--- src/rtl/pipeline_hazard_ctrl_if.sv ---
// Hazard-control bundle between the pipeline datapath and the stall/flush sequencer.
// Latency: none, wires only.
// Backpressure: none, the controller's enables are themselves the pipeline backpressure.
interface pipeline_hazard_ctrl_if #(
    parameter int CNT_W = 32
);
    // Hazard sources observed in the datapath
    logic             idex_memread;
    logic [4:0]       idex_rtaddr;
    logic [4:0]       ifid_rsaddr;
    logic [4:0]       ifid_rtaddr;
    logic             branch_taken;
    logic             dmem_req;
    logic             dmem_ack;

    // Pipeline register controls
    logic             pc_write;
    logic             ifid_write;
    logic             ifid_flush;
    logic             idex_write;
    logic             idex_bubble;
    logic             exmem_hold;
    logic             memwb_bubble;
    logic             err;

    // Performance counters
    logic [CNT_W-1:0] stall_cycles;
    logic [CNT_W-1:0] flush_count;

    // Sequencer side: consumes hazard sources, drives register enables
    modport master (
        input  idex_memread, idex_rtaddr, ifid_rsaddr, ifid_rtaddr,
               branch_taken, dmem_req, dmem_ack,
        output pc_write, ifid_write, ifid_flush, idex_write, idex_bubble,
               exmem_hold, memwb_bubble, err, stall_cycles, flush_count
    );

    // Datapath side: reports hazard sources, obeys register enables
    modport slave (
        output idex_memread, idex_rtaddr, ifid_rsaddr, ifid_rtaddr,
               branch_taken, dmem_req, dmem_ack,
        input  pc_write, ifid_write, ifid_flush, idex_write, idex_bubble,
               exmem_hold, memwb_bubble, err, stall_cycles, flush_count
    );
endinterface

--- src/rtl/pipeline_hazard_ctrl.sv ---
// Stall/flush sequencer for the 5-stage pipeline; optional perf counters under PIPE_PERF_CNT_EN.
// Latency: controls are combinational from registered state + current hazard inputs.
// Backpressure: a pending data-memory access freezes the front end; a hung memory traps to ERR.
module pipeline_hazard_ctrl #(
    parameter int MEM_TIMEOUT = 15,
    parameter int CNT_W       = 32
) (
    input  logic                   clk_i,
    input  logic                   rst_n_i,
    pipeline_hazard_ctrl_if.master hz
);

    typedef enum logic [1:0] {
        S_INIT     = 2'd0,
        S_RUN      = 2'd1,
        S_MEM_WAIT = 2'd2,
        S_ERR      = 2'd3
    } state_t;

    // Last tolerated wait count; one more frozen cycle traps
    localparam logic [7:0] WAIT_LAST = 8'(MEM_TIMEOUT - 1);

    state_t     state;
    state_t     state_nxt;
    logic [7:0] wait_cnt;

    logic       freeze;
    logic       load_use;

    logic       pc_write;
    logic       ifid_write;
    logic       ifid_flush;
    logic       idex_write;
    logic       idex_bubble;
    logic       exmem_hold;
    logic       memwb_bubble;

    // Memory outstanding without completion; only meaningful while the pipe is live
    assign freeze = ((state == S_RUN) || (state == S_MEM_WAIT)) && hz.dmem_req && !hz.dmem_ack;

    // Load in EX feeding an operand of the instruction in ID; r0 never creates a dependency
    assign load_use = hz.idex_memread && (hz.idex_rtaddr != 5'd0) &&
                      ((hz.idex_rtaddr == hz.ifid_rsaddr) || (hz.idex_rtaddr == hz.ifid_rtaddr));

    // State register and consecutive-wait counter
    always_ff @(posedge clk_i or negedge rst_n_i) begin
        if (!rst_n_i) begin
            state    <= S_INIT;
            wait_cnt <= 8'd0;
        end else begin
            state    <= state_nxt;
            wait_cnt <= freeze ? wait_cnt + 8'd1 : 8'd0;
        end
    end

    // Next-state: one INIT cycle, freeze enters/holds MEM_WAIT, timeout traps for good
    always_comb begin
        state_nxt = state;
        case (state)
            S_INIT:     state_nxt = S_RUN;
            S_RUN,
            S_MEM_WAIT: begin
                if (freeze) begin
                    state_nxt = (wait_cnt == WAIT_LAST) ? S_ERR : S_MEM_WAIT;
                end else begin
                    state_nxt = S_RUN;
                end
            end
            S_ERR:      state_nxt = S_ERR;
            default:    state_nxt = S_INIT;
        endcase
    end

    // Output decode: ERR/freeze > load-use > branch > free-running; MEM_WAIT exit cycle is plain
    always_comb begin
        pc_write     = 1'b1;
        ifid_write   = 1'b1;
        ifid_flush   = 1'b0;
        idex_write   = 1'b1;
        idex_bubble  = 1'b0;
        exmem_hold   = 1'b0;
        memwb_bubble = 1'b0;
        case (state)
            S_INIT: begin
                pc_write     = 1'b0;
                ifid_flush   = 1'b1;
                idex_bubble  = 1'b1;
                memwb_bubble = 1'b1;
            end
            S_ERR: begin
                pc_write     = 1'b0;
                ifid_write   = 1'b0;
                idex_write   = 1'b0;
                exmem_hold   = 1'b1;
                memwb_bubble = 1'b1;
            end
            default: begin
                if (freeze) begin
                    pc_write     = 1'b0;
                    ifid_write   = 1'b0;
                    idex_write   = 1'b0;
                    exmem_hold   = 1'b1;
                    memwb_bubble = 1'b1;
                end else if (state == S_RUN) begin
                    if (load_use) begin
                        pc_write    = 1'b0;
                        ifid_write  = 1'b0;
                        idex_bubble = 1'b1;
                    end else if (hz.branch_taken) begin
                        ifid_flush  = 1'b1;
                    end
                end
            end
        endcase
    end

    assign hz.pc_write     = pc_write;
    assign hz.ifid_write   = ifid_write;
    assign hz.ifid_flush   = ifid_flush;
    assign hz.idex_write   = idex_write;
    assign hz.idex_bubble  = idex_bubble;
    assign hz.exmem_hold   = exmem_hold;
    assign hz.memwb_bubble = memwb_bubble;
    assign hz.err          = (state == S_ERR);

`ifdef PIPE_PERF_CNT_EN
    logic [CNT_W-1:0] stall_cnt;
    logic [CNT_W-1:0] flush_cnt;

    // Stalls count only while the pipe is live; flushes only from real branches in RUN
    always_ff @(posedge clk_i or negedge rst_n_i) begin
        if (!rst_n_i) begin
            stall_cnt <= '0;
            flush_cnt <= '0;
        end else begin
            if (((state == S_RUN) || (state == S_MEM_WAIT)) && !pc_write) begin
                stall_cnt <= stall_cnt + 1'b1;
            end
            if ((state == S_RUN) && ifid_flush) begin
                flush_cnt <= flush_cnt + 1'b1;
            end
        end
    end

    assign hz.stall_cycles = stall_cnt;
    assign hz.flush_count  = flush_cnt;
`else
    assign hz.stall_cycles = {CNT_W{1'b0}};
    assign hz.flush_count  = {CNT_W{1'b0}};
`endif

endmodule
--- src/flat_wrapper.sv ---
// flat-port wrapper written by rule: the top's interface ports become plain ports
module pipeline_hazard_ctrl_flat 
#(
    parameter int MEM_TIMEOUT = 15,
    parameter int CNT_W       = 32
)
  (clk_i, rst_n_i, hz_idex_memread, hz_idex_rtaddr, hz_ifid_rsaddr, hz_ifid_rtaddr, hz_branch_taken, hz_dmem_req, hz_dmem_ack, hz_pc_write, hz_ifid_write, hz_ifid_flush, hz_idex_write, hz_idex_bubble, hz_exmem_hold, hz_memwb_bubble, hz_err, hz_stall_cycles, hz_flush_count);
  pipeline_hazard_ctrl_if #(.CNT_W(CNT_W)) hz_i ();
  input  logic clk_i;
  input  logic rst_n_i;
  input wire logic [$bits(hz_i.idex_memread)-1:0] hz_idex_memread;
  input wire logic [$bits(hz_i.idex_rtaddr)-1:0] hz_idex_rtaddr;
  input wire logic [$bits(hz_i.ifid_rsaddr)-1:0] hz_ifid_rsaddr;
  input wire logic [$bits(hz_i.ifid_rtaddr)-1:0] hz_ifid_rtaddr;
  input wire logic [$bits(hz_i.branch_taken)-1:0] hz_branch_taken;
  input wire logic [$bits(hz_i.dmem_req)-1:0] hz_dmem_req;
  input wire logic [$bits(hz_i.dmem_ack)-1:0] hz_dmem_ack;
  output wire logic [$bits(hz_i.pc_write)-1:0] hz_pc_write;
  output wire logic [$bits(hz_i.ifid_write)-1:0] hz_ifid_write;
  output wire logic [$bits(hz_i.ifid_flush)-1:0] hz_ifid_flush;
  output wire logic [$bits(hz_i.idex_write)-1:0] hz_idex_write;
  output wire logic [$bits(hz_i.idex_bubble)-1:0] hz_idex_bubble;
  output wire logic [$bits(hz_i.exmem_hold)-1:0] hz_exmem_hold;
  output wire logic [$bits(hz_i.memwb_bubble)-1:0] hz_memwb_bubble;
  output wire logic [$bits(hz_i.err)-1:0] hz_err;
  output wire logic [$bits(hz_i.stall_cycles)-1:0] hz_stall_cycles;
  output wire logic [$bits(hz_i.flush_count)-1:0] hz_flush_count;
  assign hz_i.idex_memread = hz_idex_memread;
  assign hz_i.idex_rtaddr = hz_idex_rtaddr;
  assign hz_i.ifid_rsaddr = hz_ifid_rsaddr;
  assign hz_i.ifid_rtaddr = hz_ifid_rtaddr;
  assign hz_i.branch_taken = hz_branch_taken;
  assign hz_i.dmem_req = hz_dmem_req;
  assign hz_i.dmem_ack = hz_dmem_ack;
  assign hz_pc_write = hz_i.pc_write;
  assign hz_ifid_write = hz_i.ifid_write;
  assign hz_ifid_flush = hz_i.ifid_flush;
  assign hz_idex_write = hz_i.idex_write;
  assign hz_idex_bubble = hz_i.idex_bubble;
  assign hz_exmem_hold = hz_i.exmem_hold;
  assign hz_memwb_bubble = hz_i.memwb_bubble;
  assign hz_err = hz_i.err;
  assign hz_stall_cycles = hz_i.stall_cycles;
  assign hz_flush_count = hz_i.flush_count;
  pipeline_hazard_ctrl #(.MEM_TIMEOUT(MEM_TIMEOUT), .CNT_W(CNT_W)) u_core (.clk_i(clk_i), .rst_n_i(rst_n_i), .hz(hz_i));
endmodule
--- config.mk ---
export PLATFORM = sky130hd
export DESIGN_NAME = pipeline_hazard_ctrl_flat
export DESIGN_NICKNAME = d
export VERILOG_FILES = /design/src/rtl/pipeline_hazard_ctrl_if.sv /design/src/rtl/pipeline_hazard_ctrl.sv /design/src/flat_wrapper.sv
export SDC_FILE = /design/constraint.sdc
export NUM_CORES = 1
export LEC_CHECK = 0
export CORE_MARGIN = 3
export CORE_UTILIZATION = 33
export DETAILED_ROUTE_END_ITERATION = 16
export HOLD_SLACK_MARGIN = 0.03
export PLACE_DENSITY = 0.8
export SYNTH_ARGS = -nofsm -noshare
export SYNTH_HDL_FRONTEND = slang
export SYNTH_SLANG_ARGS = --single-unit
--- constraint.sdc ---
create_clock -name clk_i -period 1.7 [get_ports clk_i]
set_input_delay 0.255 -clock clk_i [delete_from_list [all_inputs] [get_ports clk_i]]
set_output_delay 0.255 -clock clk_i [all_outputs]
set_load 0.1 [all_outputs]
==> impl_metrics.toml <==
[status]
outcome = "finished, violations left"
violations = "negative setup slack"

[route]
drt_drc_violations_left = 0
avgViaCountPerCell = 3.71
drt_wl_total_um = 2250
antenna_violating_nets_post_route = 0
vias = 854
wl_per_cell_um = 9.78
dr.pass1.iters = 2
drt_iter0_markers = 15

[sta]
highest_achievable_clock_rate_mhz = 514
finalWorstSetupSlack_ps = -244
fin_skew_ps = 11.4
timing.final.crit_period_ps = 1940
maxSlewViolCount = 0
hold-worst-slack_ps = 295
timing.final.crit_share_pct = 114
setup_violations = 7
setup-tns-final_ps = -1380
finalHoldViolCount = 0
setup_repair_after_global_routing_missed_its_margin = "true"

[critical_path]
worstPathMaxFanout = 5
worstPathCellList = "inv_2 > ha_4 > and2_4 > a31oi_4 > a31oi_4 > buf_12"
critPathMaxStageDelay_ps = 360
critPathSlowestCell = "sky130_fd_sc_hd__dfrtp_1"
crit_top_cell = "sky130_fd_sc_hd__a31oi_4"
worst-endpoint-required_ps = 1440
crit_family = "flip-flops"
worstPathBufferInverterCount = 2
criticalPathCategory = "reg2out"
critPathCaptureType = "primary output"
worstPathArrival_ps = 1690
cp-start-kind = "register"

[synthesis]
synthesis.yosys.warnings = 0
avgSynthCellArea_sq_um = 8.27
synth_cells = 142
ys.flop_type = "sky130_fd_sc_hd__dfrtp_1"
post-synth-top-area-fraction_pct = 40.9
synth_common_cells = "64 x sky130_fd_sc_hd__buf_4, 12 x sky130_fd_sc_hd__nor2_1, 12 x sky130_fd_sc_hd__xnor2_1, 10 x sky130_fd_sc_hd__dfrtp_1, 7 x sky130_fd_sc_hd__nand3_1"
synthArstFlopShare_pct = 100
synthDistinctLibCells = 24
synth_area_leader_cell = "sky130_fd_sc_hd__buf_4"
yosys_register_bits = 10
count_of_flip_flops_with_a_built_in_enable_after_synthesis = 0
synth.yosys.seq_area_share_pct = 21.3
post_synth_instance_area_sq_um = 1170
synth_top_cells_by_area = "sky130_fd_sc_hd__buf_4 41%, sky130_fd_sc_hd__dfrtp_1 21%, sky130_fd_sc_hd__xnor2_1 8.9%"
yosysMostFrequentCell = "sky130_fd_sc_hd__buf_4"

[cells_and_area]
syn2layout_area_growth_pct = 36.3
final_nets = 211
insertedDiodeCount = 0
layout-drive-gt1-share_pct = 24.5

[place]
dpl_wire_length_um = 1840
io_buffer_count = 28
routabilityCongestion = 0.706
dp_slack_ps = -507

[floorplanning]
fp.dieW_um = 65.7
placementRows = 21
die_y_um = 65.7
floorplan.die_area_sq_um = 4310
io_pins = 93
design.core.area_sq_um = 3390
initial_core_util_pct = 34.7

[global_routing]
globalRoute.totalOverflow = 0
grt_start_max_net_pins = 11
global_route.usage.total_pct = 9.56
vias_in_the_first_global_route = 709
antenna_found_initial = 0
grt_pass1_wl_um = 3200

[cts]
post_cts_hold_buffer_count = 0
clock-root-buffer = "sky130_fd_sc_hd__clkbuf_4"
clkSlewWorstSetupHoldPaths_ps = 70
cts-htree-levels = 1
tritoncts_num_sinks = 10
clk_latency_ps = 270
clock_tree.buffer_depth = 2
cts_tree = "built"
tritoncts.num_buffers = 3

[power_and_ir_drop]
power.density_nw_per_um2 = 2010
ir_drop_v = 0.000593
standby_leakage_power_uw = 0.000778

[min_path]
worstHoldPathType = "in2async"

[job]
max_cap_viol = 0
-- worst reg2reg max path, stage by stage (launching register included) --
cell	delay, ps
sky130_fd_sc_hd__dfrtp_1	390
sky130_fd_sc_hd__inv_2	80
sky130_fd_sc_hd__ha_4	220
sky130_fd_sc_hd__and2_4	180
sky130_fd_sc_hd__buf_4	150
sky130_fd_sc_hd__nor3_1	170
sky130_fd_sc_hd__o41ai_1	120
-- layer usage --
layer  share of wire, %  track usage (%)
met5                  0                0
met4               0.44             1.55
met2                 51             17.4
met3                 11             3.42
met1                 37             10.7
-- where the power goes --
| part | switching (uW) | internal, uW |
|---|---|---|
| registers | 21.0 | 266 |
| clock network | 82.4 | 130 |
| logic | 1900 | 824 |
-- kinds of logic (layout without fill, tap and decap cells) --
| kind of cell | after synthesis | after routing | synth area share (%) |
|---|---|---|---|
| xor gates and xnor gates | 16 | 16 | 11.9 |
| buffers and inverters | 70 | 49 | 42.8 |
| and+or+nand+nor | 32 | 32 | 13.2 |
| other | 1 | 64 | 0.319 |
| DFF | 10 | 10 | 21.3 |
| adders and majority gates | 5 | 5 | 5.32 |
| AOI/OAI and AO/OA | 8 | 8 | 5.11 |
-- final timing paths --
check / startpoint / endpoint / slack, ps / cells after the start
max in group asynchronous: rst_n_i / u_core.wait_cnt[0] / 1090 / 1
min in group clk_i: u_core.wait_cnt[0] / u_core.wait_cnt[0] / 490 / 1
hold reg to reg: u_core.wait_cnt[0] / u_core.wait_cnt[0] / 490 / 1
setup / recovery: u_core.state[1] / hz_ifid_flush / -240 / 6
setup reg to reg: u_core.state[1] / u_core.state[0] / 270 / 6
hold / removal: rst_n_i / u_core.state[0] / 290 / 1
-- layout make-up --
cell class | count | area (sq um)
multi-input combinational | 125 | 788
timing repair buffer | 40 | 447
fill | 321 | 1790
inverter | 5 | 22.5
tap | 46 | 57.6
sequential | 10 | 250
clock buffer | 4 | 36.3
-- through the flow --
| stage | std cells | area [sq um] | utilization (%) | power [uW] |
|---|---|---|---|---|
| 2_1_floorplan | 205 | 1500 | - | 2310 |
| 3_3_place_gp | 224 | 1500 | 44.2 | 2860 |
| 3_5_place_dp | 224 | 1500 | 44.2 | 2890 |
| 4_1_cts | 229 | 1590 | 46.8 | 3230 |
| 5_1_grt | 230 | 1600 | 47.2 | 3330 |
| 6_report | 230 | 1600 | 47.2 | 3220 |
-- flip-flops by register name (all words and copies together) (netlist names) --
register,flops
u_core.state,2
u_core.wait_cnt,8
-- timing repair --
action	CTS	global route
resized for setup	25	3
hold endpoints to repair	0	0
pin swaps	9	6
endpoints found under the setup margin	7	7
setup buffers	1	1
gates cloned	0	0
-- cell usage in the layout (no fill, tap or decap), types with 2 or more instances in the layout --
cell	count
sky130_fd_sc_hd__buf_12	8
sky130_fd_sc_hd__buf_4	12
sky130_fd_sc_hd__nor2_1	10
sky130_fd_sc_hd__xnor2_1	12
sky130_fd_sc_hd__ha_1	4
sky130_fd_sc_hd__buf_2	2
sky130_fd_sc_hd__xor2_1	4
sky130_fd_sc_hd__inv_2	2
sky130_fd_sc_hd__clkdlybuf4s50_1	12
sky130_fd_sc_hd__clkbuf_4	3
sky130_fd_sc_hd__dlygate4sd2_1	2
sky130_fd_sc_hd__dfrtp_1	10
sky130_fd_sc_hd__conb_1	64
sky130_fd_sc_hd__a31oi_4	3
sky130_fd_sc_hd__nand3_1	7
sky130_fd_sc_hd__dlymetal6s2s_1	3
sky130_fd_sc_hd__nand2_1	3
sky130_fd_sc_hd__and3_1	2
sky130_fd_sc_hd__inv_1	2
Power figures use the tool's default switching activity.
